**config.mk**
```make
export PLATFORM = sky130hd
export DESIGN_NAME = mpr121_i2c_responder
export DESIGN_NICKNAME = d
export VERILOG_FILES = /design/src/rtl/mpr121_i2c_responder.sv
export SDC_FILE = /design/constraint.sdc
export NUM_CORES = 1
export LEC_CHECK = 0
export BUFFER_PORTS_ARGS = -buffer_cell sky130_fd_sc_hd__buf_2
export CORE_AREA = 2 2 340 275
export CTS_BUF_LIST = sky130_fd_sc_hd__clkbuf_4 sky130_fd_sc_hd__clkbuf_8
export DETAILED_ROUTE_END_ITERATION = 8
export DIE_AREA = 0 0 342 277
export PLACE_DENSITY = 0.65
export SLEW_MARGIN = 20
export SYNTH_ARGS = -nofsm -noshare
export SYNTH_HDL_FRONTEND = slang
export SYNTH_SLANG_ARGS = --single-unit
export TNS_END_PERCENT = 1
```
**constraint.sdc**
```tcl
create_clock -name clk_in -period 4.15 [get_ports clk_in]
set_clock_uncertainty 0.15 [all_clocks]
set_input_delay 0.83 -clock clk_in [delete_from_list [all_inputs] [get_ports clk_in]]
set_output_delay 0.83 -clock clk_in [all_outputs]
set_load 0.01 [all_outputs]
```
**src/rtl/mpr121_i2c_responder.sv**
```systemverilog
// I2C target that stands in for an MPR121 touch controller: serves a 12-bit
// touch snapshot at 0x00/0x01, keeps a 128-byte shadow file and strobes every written byte.
module mpr121_i2c_responder #(
  parameter logic [6:0] DEV_ADDR    = 7'h5A,
  parameter int         SYNC_STAGES = 2
) (
  input  logic        clk_in,
  input  logic        rst_in,
  input  logic        scl_in,
  input  logic        sda_in,
  output logic        sda_oe_out,
  input  logic [11:0] touch_status_in,
  output logic        wr_valid_out,
  output logic [7:0]  wr_addr_out,
  output logic [7:0]  wr_data_out,
  output logic        busy_out
);

  localparam logic [2:0] S_IDLE     = 3'd0;
  localparam logic [2:0] S_ADDR     = 3'd1;
  localparam logic [2:0] S_ADDR_ACK = 3'd2;
  localparam logic [2:0] S_REG      = 3'd3;
  localparam logic [2:0] S_WDATA    = 3'd4;
  localparam logic [2:0] S_RDATA    = 3'd5;
  localparam logic [2:0] S_RACK     = 3'd6;
  localparam logic [2:0] S_IGNORE   = 3'd7;

  function automatic logic [7:0] reg_read(input logic [7:0]  ptr,
                                          input logic [11:0] snap,
                                          input logic [7:0]  shadow_q);
    if (ptr == 8'h00)
      return snap[7:0];
    else if (ptr == 8'h01)
      return {4'b0000, snap[11:8]};
    else if (!ptr[7])
      return shadow_q;
    else
      return 8'h00;
  endfunction

  function automatic logic shadow_hit(input logic [7:0] ptr);
    return !ptr[7] && (ptr[6:1] != 6'd0);
  endfunction

  logic [SYNC_STAGES-1:0] scl_sync;
  logic [SYNC_STAGES-1:0] sda_sync;
  logic                   scl_s, sda_s, scl_prev, sda_prev;
  logic                   scl_rise, scl_fall, bus_start, bus_stop;

  logic [2:0]  state, state_n;
  logic [3:0]  bit_cnt, bit_cnt_n;
  logic [7:0]  pointer, pointer_n;
  logic        sda_oe_n, busy_n, wr_valid_n;
  logic [7:0]  wr_addr_n, wr_data_n;
  logic [7:0]  rx_sr, rx_sr_n, tx_sr, tx_sr_n;
  logic [11:0] snapshot, snapshot_n;
  logic        rw_bit, rw_bit_n;
  logic        shadow_we;
  logic [7:0]  rx_byte, rd_byte, shadow_q;
  logic [7:0]  shadow_mem [0:127];

  // Input synchronizer and edge history
  always_ff @(posedge clk_in or posedge rst_in) begin
    if (rst_in) begin
      scl_sync <= '1;
      sda_sync <= '1;
      scl_prev <= 1'b1;
      sda_prev <= 1'b1;
    end else begin
      scl_sync <= {scl_sync[SYNC_STAGES-2:0], scl_in};
      sda_sync <= {sda_sync[SYNC_STAGES-2:0], sda_in};
      scl_prev <= scl_s;
      sda_prev <= sda_s;
    end
  end

  assign scl_s     = scl_sync[SYNC_STAGES-1];
  assign sda_s     = sda_sync[SYNC_STAGES-1];
  assign scl_rise  = scl_s & ~scl_prev;
  assign scl_fall  = ~scl_s & scl_prev;
  assign bus_start = ~sda_s & sda_prev & scl_s;
  assign bus_stop  = sda_s & ~sda_prev & scl_s;

  assign rx_byte  = {rx_sr[6:0], sda_s};
  assign shadow_q = shadow_mem[pointer[6:0]];
  assign rd_byte  = reg_read(pointer, snapshot, shadow_q);

  // Bit-level protocol engine; bit_cnt runs 0..9 per byte including the ACK slot
  always_comb begin
    state_n    = state;
    bit_cnt_n  = bit_cnt;
    pointer_n  = pointer;
    sda_oe_n   = sda_oe_out;
    busy_n     = busy_out;
    wr_valid_n = 1'b0;
    wr_addr_n  = wr_addr_out;
    wr_data_n  = wr_data_out;
    rx_sr_n    = rx_sr;
    tx_sr_n    = tx_sr;
    snapshot_n = snapshot;
    rw_bit_n   = rw_bit;
    shadow_we  = 1'b0;

    if (bus_start) begin
      state_n   = S_ADDR;
      bit_cnt_n = 4'd0;
      sda_oe_n  = 1'b0;
    end else if (bus_stop) begin
      state_n   = S_IDLE;
      bit_cnt_n = 4'd0;
      sda_oe_n  = 1'b0;
      busy_n    = 1'b0;
    end else begin
      case (state)
        S_ADDR: begin
          if (scl_rise) begin
            rx_sr_n   = rx_byte;
            bit_cnt_n = bit_cnt + 4'd1;
            if (bit_cnt == 4'd7) begin
              rw_bit_n = sda_s;
              state_n  = (rx_byte[7:1] == DEV_ADDR) ? S_ADDR_ACK : S_IGNORE;
            end
          end
        end
        S_ADDR_ACK: begin
          if (scl_fall && bit_cnt == 4'd8) begin
            sda_oe_n = 1'b1;
            busy_n   = 1'b1;
            if (rw_bit)
              snapshot_n = touch_status_in;
          end else if (scl_rise && bit_cnt == 4'd8) begin
            bit_cnt_n = 4'd9;
          end else if (scl_fall && bit_cnt == 4'd9) begin
            bit_cnt_n = 4'd0;
            if (rw_bit) begin
              sda_oe_n  = ~rd_byte[7];
              tx_sr_n   = {rd_byte[6:0], 1'b0};
              pointer_n = pointer + 8'd1;
              state_n   = S_RDATA;
            end else begin
              sda_oe_n = 1'b0;
              state_n  = S_REG;
            end
          end
        end
        S_REG, S_WDATA: begin
          if (scl_rise && bit_cnt < 4'd8) begin
            rx_sr_n   = rx_byte;
            bit_cnt_n = bit_cnt + 4'd1;
            if (bit_cnt == 4'd7) begin
              if (state == S_REG) begin
                pointer_n = rx_byte;
              end else begin
                wr_valid_n = 1'b1;
                wr_addr_n  = pointer;
                wr_data_n  = rx_byte;
                shadow_we  = shadow_hit(pointer);
                pointer_n  = pointer + 8'd1;
              end
            end
          end else if (scl_rise && bit_cnt == 4'd8) begin
            bit_cnt_n = 4'd9;
          end else if (scl_fall && bit_cnt == 4'd8) begin
            sda_oe_n = 1'b1;
          end else if (scl_fall && bit_cnt == 4'd9) begin
            sda_oe_n  = 1'b0;
            bit_cnt_n = 4'd0;
            state_n   = S_WDATA;
          end
        end
        S_RDATA: begin
          // Bit 7 went out on entry; the remaining bits follow each SCL fall
          if (scl_rise && bit_cnt < 4'd8) begin
            bit_cnt_n = bit_cnt + 4'd1;
          end else if (scl_fall && bit_cnt == 4'd8) begin
            sda_oe_n = 1'b0;
            state_n  = S_RACK;
          end else if (scl_fall && bit_cnt != 4'd0) begin
            sda_oe_n = ~tx_sr[7];
            tx_sr_n  = {tx_sr[6:0], 1'b0};
          end
        end
        S_RACK: begin
          if (scl_rise && bit_cnt == 4'd8) begin
            bit_cnt_n = 4'd9;
            if (sda_s) begin
              state_n = S_IGNORE;
              busy_n  = 1'b0;
            end
          end else if (scl_fall && bit_cnt == 4'd9) begin
            sda_oe_n  = ~rd_byte[7];
            tx_sr_n   = {rd_byte[6:0], 1'b0};
            pointer_n = pointer + 8'd1;
            bit_cnt_n = 4'd0;
            state_n   = S_RDATA;
          end
        end
        default: ;
      endcase
    end
  end

  // Control registers
  always_ff @(posedge clk_in or posedge rst_in) begin
    if (rst_in) begin
      state        <= S_IDLE;
      bit_cnt      <= 4'd0;
      pointer      <= 8'h00;
      sda_oe_out   <= 1'b0;
      busy_out     <= 1'b0;
      wr_valid_out <= 1'b0;
      wr_addr_out  <= 8'h00;
      wr_data_out  <= 8'h00;
    end else begin
      state        <= state_n;
      bit_cnt      <= bit_cnt_n;
      pointer      <= pointer_n;
      sda_oe_out   <= sda_oe_n;
      busy_out     <= busy_n;
      wr_valid_out <= wr_valid_n;
      wr_addr_out  <= wr_addr_n;
      wr_data_out  <= wr_data_n;
    end
  end

  // Datapath registers and shadow file carry no reset
  always_ff @(posedge clk_in) begin
    rx_sr    <= rx_sr_n;
    tx_sr    <= tx_sr_n;
    snapshot <= snapshot_n;
    rw_bit   <= rw_bit_n;
    if (shadow_we)
      shadow_mem[pointer[6:0]] <= rx_byte;
  end

endmodule

```
==> results.md, run 1 <==
- Status: finished with violations
- Failing checks: negative setup slack
- Vias per cell: 6.59
- Fin. Hold Viols: 0
- Mean post-synth cell area: 17.0 um^2
- Crit Path Max Fanout: 62
- Most frequent cells in the layout: edfxtp_1 (1,051), clkbuf_8 (168), buf_4 (145)
- Power density cells: 651 mW/mm^2
- Area delta synth->final: 12.7%
- Flop2flop setup slack: -0.08 ns
- Tightest Hold Check Type: in2async
- Sw Pwr: 11.7 mW
- Yosys reg bits: 1,091
- DRT antenna net count: 0
- Reg2Reg Depth: 7
- DR DRC count: 0
- DP Wirelength: 83,200 um
- WP data arrival: 4.63 ns
- Final Wtd Congestion: 0.970
- Post-layout nets: 2,789
- Slew HR: 19.6%
- Clock share of power: 26.7%
- Share of cells above drive strength 1: 25.6%
- Final min period: 4.23 ns
- Post-synth top area cell: edfxtp_1
- Tot Pwr: 31.9 mW
- CP max stage cell: nor4_1
- Kind of critical path: reg2reg
- Yosys warnings: 0
- Cell Count, Final, Fillers Out: 4,118
- Vias in the first global route: 26,200
- Pre-Repair DR Iteration Count: 8
- Die height: 277 um
- IO buf count: 34
- Most common cell after layout, fill and taps aside: edfxtp_1
- CTS H-tree depth: 4
- First-pass GRT wire length: 192,000 um
- Post-CTS sizing: 0
- Vias: 27,100
- Power share of the combinational group: 33.9%
- Drt wl/cell: 32.9 um
- Top Ports: 35
- Row count: 100
- Int Power: 20.3 mW
- Clk_lat worst skew: 0.86 ns
- Synthesized instance count: 2,558
- GRT Util Overall: 28.4%
- Cell area after layout: 0.0491 mm^2
- Placed Area: 0.0458 mm^2
- CTS clk-pin slew, worst paths: 0.07 ns
- Number of synthesized flops with an enable pin: 1,051
- Slowest Stage Delay on Critical Path: 0.93 ns
- Worst Tran Pin Value: 1.20 ns
- Sink Count: 1,091
- CP required: 4.55 ns
- Async SR Flop Fraction: 3.67%
- Initial antenna violation count: 2
- Clock buffer count from CTS: 160
- Final period util: 102%
- Max-slew violations: 0
- Final Setup Violations: 1
- Most used flip-flop cell after synthesis: edfxtp_1
- Top cells by area in the synthesized netlist: edfxtp_1 (72%), mux2_2 (3.2%), mux4_2 (2.6%), a22oi_1 (2.0%), dfrtp_1 (2.0%)
- Post-CTS setup buffer count: 0
- Final wirelength: 135,000 um
- Initial Util: 47.4%
- Largest net degree at the start of global routing: 133
- Max clock buf depth: 3
- 1st-iter DRT viols: 4,459
- Die ar.: 0.0947 mm^2
- VDD IR-drop max: 0.498 mV
- Share of the synthesized area in the top cell type: 72.5%
- Clock root cell: clkbuf_8
- RSZ-0062 raised after global routing: no
- Reg2reg start: pointer[2]$_DFFE_PP0P_
- Switching Share: 36.5%
- Core Area: 0.0918 mm^2
- Overflow after GRT: 0
- Dpl ws: 0.352 ns
- Setup ws final: -0.0780 ns
- Total of max-cap violations: 0
- CP Launch Type: flop
- Crit path capture type: flop
- Worst path cell trace: buf_12 > mux2_2 > a221o_1 > a222oi_1 > o21ai_0 > nor4_1 > a32oi_1
- Worst R2R End: tx_sr[5]$_DFFE_PP_
- Leak: 15.8 nW
- Distinct cells, synth: 82
- CTS tree: yes
- Chip Width: 342 um
- Mapped Area: 0.0435 mm^2
- Placed Cells: 3,815
- Sequential Power Share: 39.4%
- Fmax: 237 MHz
- Sequential element share of the synthesized area: 74.8%
[area by class of cell]
cell class	instances	area (um^2)
fill	7318	42800
clock inverter	67	372
clock buffer	221	2710
tap	1224	1530
sequential	1091	32600
inverter	18	67.6
antenna	1	2.50
timing repair buffer	206	1660
multi-input combinational	1290	10100
[cells by family after synthesis]
group | share of synthesized area, %
compound gates | 9.68
fa+ha+maj | 0.172
mux | 7.67
other cells | 0.00861
flops | 74.8
xor+xnor | 0.0402
simple gates | 5.44
buf+inv | 2.18
[metal layers]
layer | global-route usage (%) | vias to the layer above | part of all wire (%)
li1 | - | 10800 | -
met1 | 41.4 | 13700 | 39
met2 | 39.6 | 2228 | 43
met3 | 9.68 | 341 | 14
met4 | 10.4 | 4 | 3.6
met5 | 0 | - | 0.053
[worst max-delay path by stage]
stage                     slack [ns]                     endpoint  depth (start not counted)                    from
after floorplan                 0.16  shadow_mem[10][0]$_DFFE_PP_                          7   sda_sync[1]$_DFF_PP1_
after global placement          0.34           tx_sr[4]$_DFFE_PP_                          8  pointer[1]$_DFFE_PP0P_
after detailed placement        0.35           tx_sr[5]$_DFFE_PP_                          7  pointer[2]$_DFFE_PP0P_
after CTS                       0.34           tx_sr[5]$_DFFE_PP_                          7  pointer[2]$_DFFE_PP0P_
after global routing             0.1           tx_sr[5]$_DFFE_PP_                          7  pointer[2]$_DFFE_PP0P_
final                          -0.08           tx_sr[5]$_DFFE_PP_                          7  pointer[2]$_DFFE_PP0P_
[cells in the mapped netlist, types with 15 or more instances]
cell	number
a221o_1	43
nor2_2	80
o22ai_1	22
nand3_1	33
clkbuf_1	68
mux2i_1	75
a21oi_1	100
nand2_1	103
a22oi_1	114
mux2_2	123
dfrtp_1	34
edfxtp_1	1051
nor2_1	119
mux4_2	51
nor2b_1	15
o221ai_1	17
a221oi_1	83
buf_2	75
nor3_1	15
a31oi_1	21
o21ai_0	58
[worst max-delay path: cells and delay by family, from the launching register on]
kind / cells / cell delay (ns)
AND/OR/NAND/NOR: 1 / 0.93
flip-flops: 1 / 0.64
AO/OA/AOI/OAI: 4 / 1.35
multiplexers: 1 / 0.39
buffers and inverters: 1 / 0.40
[power groups by stage]
| stage | registers [mW] | clock network, mW | logic, mW |
|---|---|---|---|
| after detailed placement | 12.8 | 0 | 10.4 |
| final | 12.6 | 8.51 | 10.8 |
| after floorplan | 12.8 | 0 | 5.80 |
| after CTS | 12.6 | 8.56 | 10.4 |
| after global routing | 12.6 | 9.04 | 11.0 |
| after global placement | 12.8 | 0 | 10.3 |
[registers in the layout, indices dropped and copies added, names as in the netlist]
name          flops
bit_cnt           4
busy_out          1
pointer           8
rw_bit            1
rx_sr             7
scl_prev          1
scl_sync          2
sda_oe_out        1
sda_prev          1
sda_sync          2
shadow_mem     1024
snapshot         12
state             3
tx_sr             7
wr_addr_out       8
wr_data_out       8
wr_valid_out      1
[metrics by stage]
step	utilization (%)	hold slack, ns	setup TNS [ns]
2_1_floorplan	-	0.195	0
3_3_place_gp	49.9	0.216	0
3_5_place_dp	49.9	0.214	0
4_1_cts	53.4	0.0386	0
5_1_grt	53.4	0.102	0
6_report	53.4	0.0653	-0.0780
[what timing repair did]
action | in CTS | in global routing
hold endpoints to repair | 14 | 0
setup endpoints to repair | 0 | 0
hold buffers | 14 | 0
(Power assumes the default switching activity.)
==> run 2, diff against run 1 <==
- ABC_AREA: not set -> 1
- CORE_AREA: 2 2 340 275 -> 2 2 336 272
- DIE_AREA: 0 0 342 277 -> 0 0 338 274
==> results.md, run 2 <==
- Clock root cell: clkbuf_8
- Share of the synthesized area in the top cell type: 74.2% (+1.7 points)
- Chip Width: 338 um (-1.2%)
- Sequential element share of the synthesized area: 76.5% (+1.7 points)
- Status: completed
- Distinct cells, synth: 47 (-43%)
- Vias: 27,800 (+2.4%)
- IO buf count: 34 (unchanged)
- Max clock buf depth: 3 (unchanged)
- Drt wl/cell: 24.3 um (-26%)
- Final wirelength: 118,000 um (-12%)
- Clock buffer count from CTS: 159 (-0.63%)
- Sequential Power Share: 44.1% (+4.7 points)
- CP Launch Type: flop
- Max-slew violations: 0 (unchanged)
- Initial Util: 47.4% (about the same)
- WP buf/inv: 2 (+1)
- GRT busiest layer: met1
- Vias in the first global route: 26,500 (+1.4%)
- Final Wtd Congestion: 0.907 (-6.6%)
- VDD IR-drop max: 0.401 mV (-20%)
- Placed Area: 0.0450 mm^2 (-1.9%)
- Largest net degree at the start of global routing: 133 (unchanged)
- Most used flip-flop cell after synthesis: edfxtp_1
- CP max stage cell: o21ai_0
- Crit path capture type: flop
- DR DRC count: 0 (unchanged)
- Core Area: 0.0898 mm^2 (-2.2%)
- Slew HR: 28.0% (+8.5 points)
- CTS tree: yes
- Grt met1 use: 37.9% (-3.4 points)
- Overflow after GRT: 0 (unchanged)
- Top cells by count, synth: edfxtp_1 (1,051), nand2_1 (1,019), nor2_1 (239)
- Total of max-cap violations: 0 (unchanged)
- Yosys warnings: 0 (unchanged)
- Cell Count, Final, Fillers Out: 4,880 (+19%)
- Top Ports: 35 (unchanged)
- Kind of critical path: reg2reg
- Vias per cell: 5.69 (-14%)
- First-pass GRT wire length: 174,000 um (-9.1%)
- Most common cell after layout, fill and taps aside: edfxtp_1
- Mapped Area: 0.0426 mm^2 (-2.2%)
- Delay-heaviest family, CP: simple AND/OR/NAND/NOR gates
- Worst Tran Pin Value: 1.08 ns (-0.121 ns)
- 1st-iter DRT viols: 3,657 (-18%)
- Power density cells: 611 mW/mm^2 (-6.1%)
- Max reg flops: 1,024 (unchanged)
- Die height: 274 um (-1.1%)
- Total negative slack: 0 ns (+0.0780 ns)
- Mean post-synth cell area: 12.8 um^2 (-25%)
- Final min period: 3.69 ns (-0.536 ns)
- Post-layout nets: 3,566 (+28%)
- Final Setup Violations: 0 (-1)
- Met2 usage: 37.6% (-2.0 points)
- Slowest Stage Delay on Critical Path: 0.66 ns (-0.27 ns)
- Clock share of power: 29.0% (+2.3 points)
- CTS clk-pin slew, worst paths: 0.07 ns (about the same)
- Cell area after layout: 0.0482 mm^2 (-1.8%)
- Area delta synth->final: 13.2%
- Die ar.: 0.0926 mm^2 (-2.2%)
- Most frequent cells in the layout: edfxtp_1 (1,051), nand2_1 (1,019), nor2_1 (232)
- Crit Path Max Fanout: 40 (-35%)
- Int Power: 19.3 mW (-4.9%)
- Tightest Hold Check Type: in2async
- Clk_lat worst skew: 0.85 ns (about the same)
- Row count: 99 (-1.0%)
- Most common cell in the netlist: edfxtp_1
- Sink Count: 1,091 (unchanged)
- WP data arrival: 4.14 ns (-0.49 ns)
- DP Wirelength: 70,000 um (-16%)
- CP required: 4.60 ns (+0.05 ns)
- Post-synth top area cell: edfxtp_1
- Sw Pwr: 10.2 mW (-13%)
- Dpl ws: 0.568 ns (+0.215 ns)
- Share of cells above drive strength 1: 12.2% (-13 points)
- Power share of the combinational group: 26.8% (-7.1 points)
- Top cells by area in the synthesized netlist: edfxtp_1 (74%), nand2_1 (9.0%), nor2_1 (2.1%), nand4_1 (2.1%), dfrtp_1 (2.0%)
- Switching Share: 34.6% (-2.0 points)
- Final core utilization: 53.7% (+0.24 points)
- Met3 usage: 6.71% (-3.0 points)
- Pre-Repair DR Iteration Count: 6 (-2)
- Async SR Flop Fraction: 3.67% (unchanged)
- Fin. Hold Viols: 0 (unchanged)
- Final period util: 89.0% (-13 points)
- Worst path cell trace: nand2_2 > buf_4 > nor2_4 > buf_4 > nand2_1 > nand4_1 > o21ai_0 > nand2_1 > nor3_1 > nand3_1 > nand2_1 > a21oi_1
- Placed Cells: 4,581 (+20%)
- DRT antenna net count: 0 (unchanged)
- CTS H-tree depth: 4 (unchanged)
- Most common cell on crit path: nand2_1
- Initial antenna violation count: 3 (+1)
- Fmax: 271 MHz (+15%)
- RSZ-0062 raised after global routing: no
- GRT Util Overall: 25.9% (-2.6 points)
- Post-CTS sizing: 0 (unchanged)
- Synthesized instance count: 3,330 (+30%)
- Yosys reg bits: 1,091 (unchanged)
- Leak: 17.0 nW (+7.4%)
- Setup ws final: 0.458 ns (+0.536 ns)
- Number of synthesized flops with an enable pin: 1,051 (unchanged)
==> run 2: cell count changes after synthesis, sizes merged, moves of 75 or more <==
| cell | before | now |
|---|---|---|
| nand2 | 111 | 1022 |
| inv | 14 | 186 |
| nand4 | 7 | 143 |
| mux2 | 128 | 0 |
| o21ai | 59 | 161 |
| nand3 | 34 | 132 |
| a221oi | 83 | 5 |
| mux2i | 75 | 0 |
==> run 2: final timing paths <==
check | startpoint | to | slack, ns | cells after the start
min in group clk_in | scl_sync[0]$_DFF_PP1_ | scl_sync[1]$_DFF_PP1_ | 0.21 | 0
hold / removal | rst_in | pointer[2]$_DFFE_PP0P_ | 0.04 | 2
hold reg to reg | scl_sync[0]$_DFF_PP1_ | scl_sync[1]$_DFF_PP1_ | 0.21 | 0
setup / recovery | pointer[2]$_DFFE_PP0P_ | tx_sr[4]$_DFFE_PP_ | 0.46 | 12
max in group asynchronous | rst_in | sda_sync[0]$_DFF_PP1_ | 2.93 | 3
setup reg to reg | pointer[2]$_DFFE_PP0P_ | tx_sr[4]$_DFFE_PP_ | 0.46 | 12
==> run 2: what timing repair did <==
| item | CTS | global route |
|---|---|---|
| buffers inserted | 0 | 0 |
| endpoints found under the setup margin | 0 | 0 |
| hold buffers | 14 | 0 |
| hold endpoints to repair | 14 | 0 |
==> run 2: worst reg2reg max path: cells and delay by family, from the launching register on <==
family / cells / cell delay (ns)
compound gates: 2 / 0.72
buf+inv: 2 / 0.67
flops: 1 / 0.50
simple gates: 8 / 1.40
==> run 2: routing by layer <==
| layer | part of all wire [%] | vias to the layer above |
|---|---|---|
| li1 | - | 12200 |
| met1 | 42 | 13700 |
| met2 | 44 | 1628 |
| met3 | 11 | 244 |
| met4 | 2.8 | 0 |
| met5 | 0 | - |
==> run 2: area by class of cell <==
cell class                      instances  area (um^2)
Sequential cell                      1091        32600
Multi-Input combinational cell       1928         8760
Tap cell                             1212         1520
Clock inverter                         68          440
Clock buffer                          214         2650
Timing Repair Buffer                  177         1540
Fill cell                            7523        41600
Inverter                              187          702
Antenna cell                            3         7.51
==> run 2: logic make-up (layout without fill, tap and decap cells) <==
logic type | Yosys count | in the layout | share of synthesized area (%)
other | 1 | 19 | 0.00881
flip-flops | 1091 | 1091 | 76.5
AO/OA/AOI/OAI | 334 | 334 | 4.80
adder cells (fa/ha/maj) | 6 | 6 | 0.176
AND/OR/NAND/NOR | 1570 | 1570 | 15.3
buffers and inverters | 326 | 646 | 3.17
XOR/XNOR | 2 | 2 | 0.0412
==> run 2: metrics by stage <==
stage          hold slack (ns)  power [mW]
6_report                0.0401        29.4
5_1_grt                 0.0913        30.6
4_1_cts                 0.0302        29.4
3_5_place_dp             0.197        20.9
3_3_place_gp             0.198        20.9
2_1_floorplan            0.195        17.5
==> run 2: power groups by stage <==
stage / combinational (mW) / sequential [mW] / clock [mW]
after detailed placement: 7.72 / 13.2 / 0
after CTS: 7.76 / 13.0 / 8.64
after floorplan: 3.96 / 13.5 / 0
after global routing: 8.47 / 13.0 / 9.11
final: 7.90 / 13.0 / 8.55
after global placement: 7.68 / 13.2 / 0
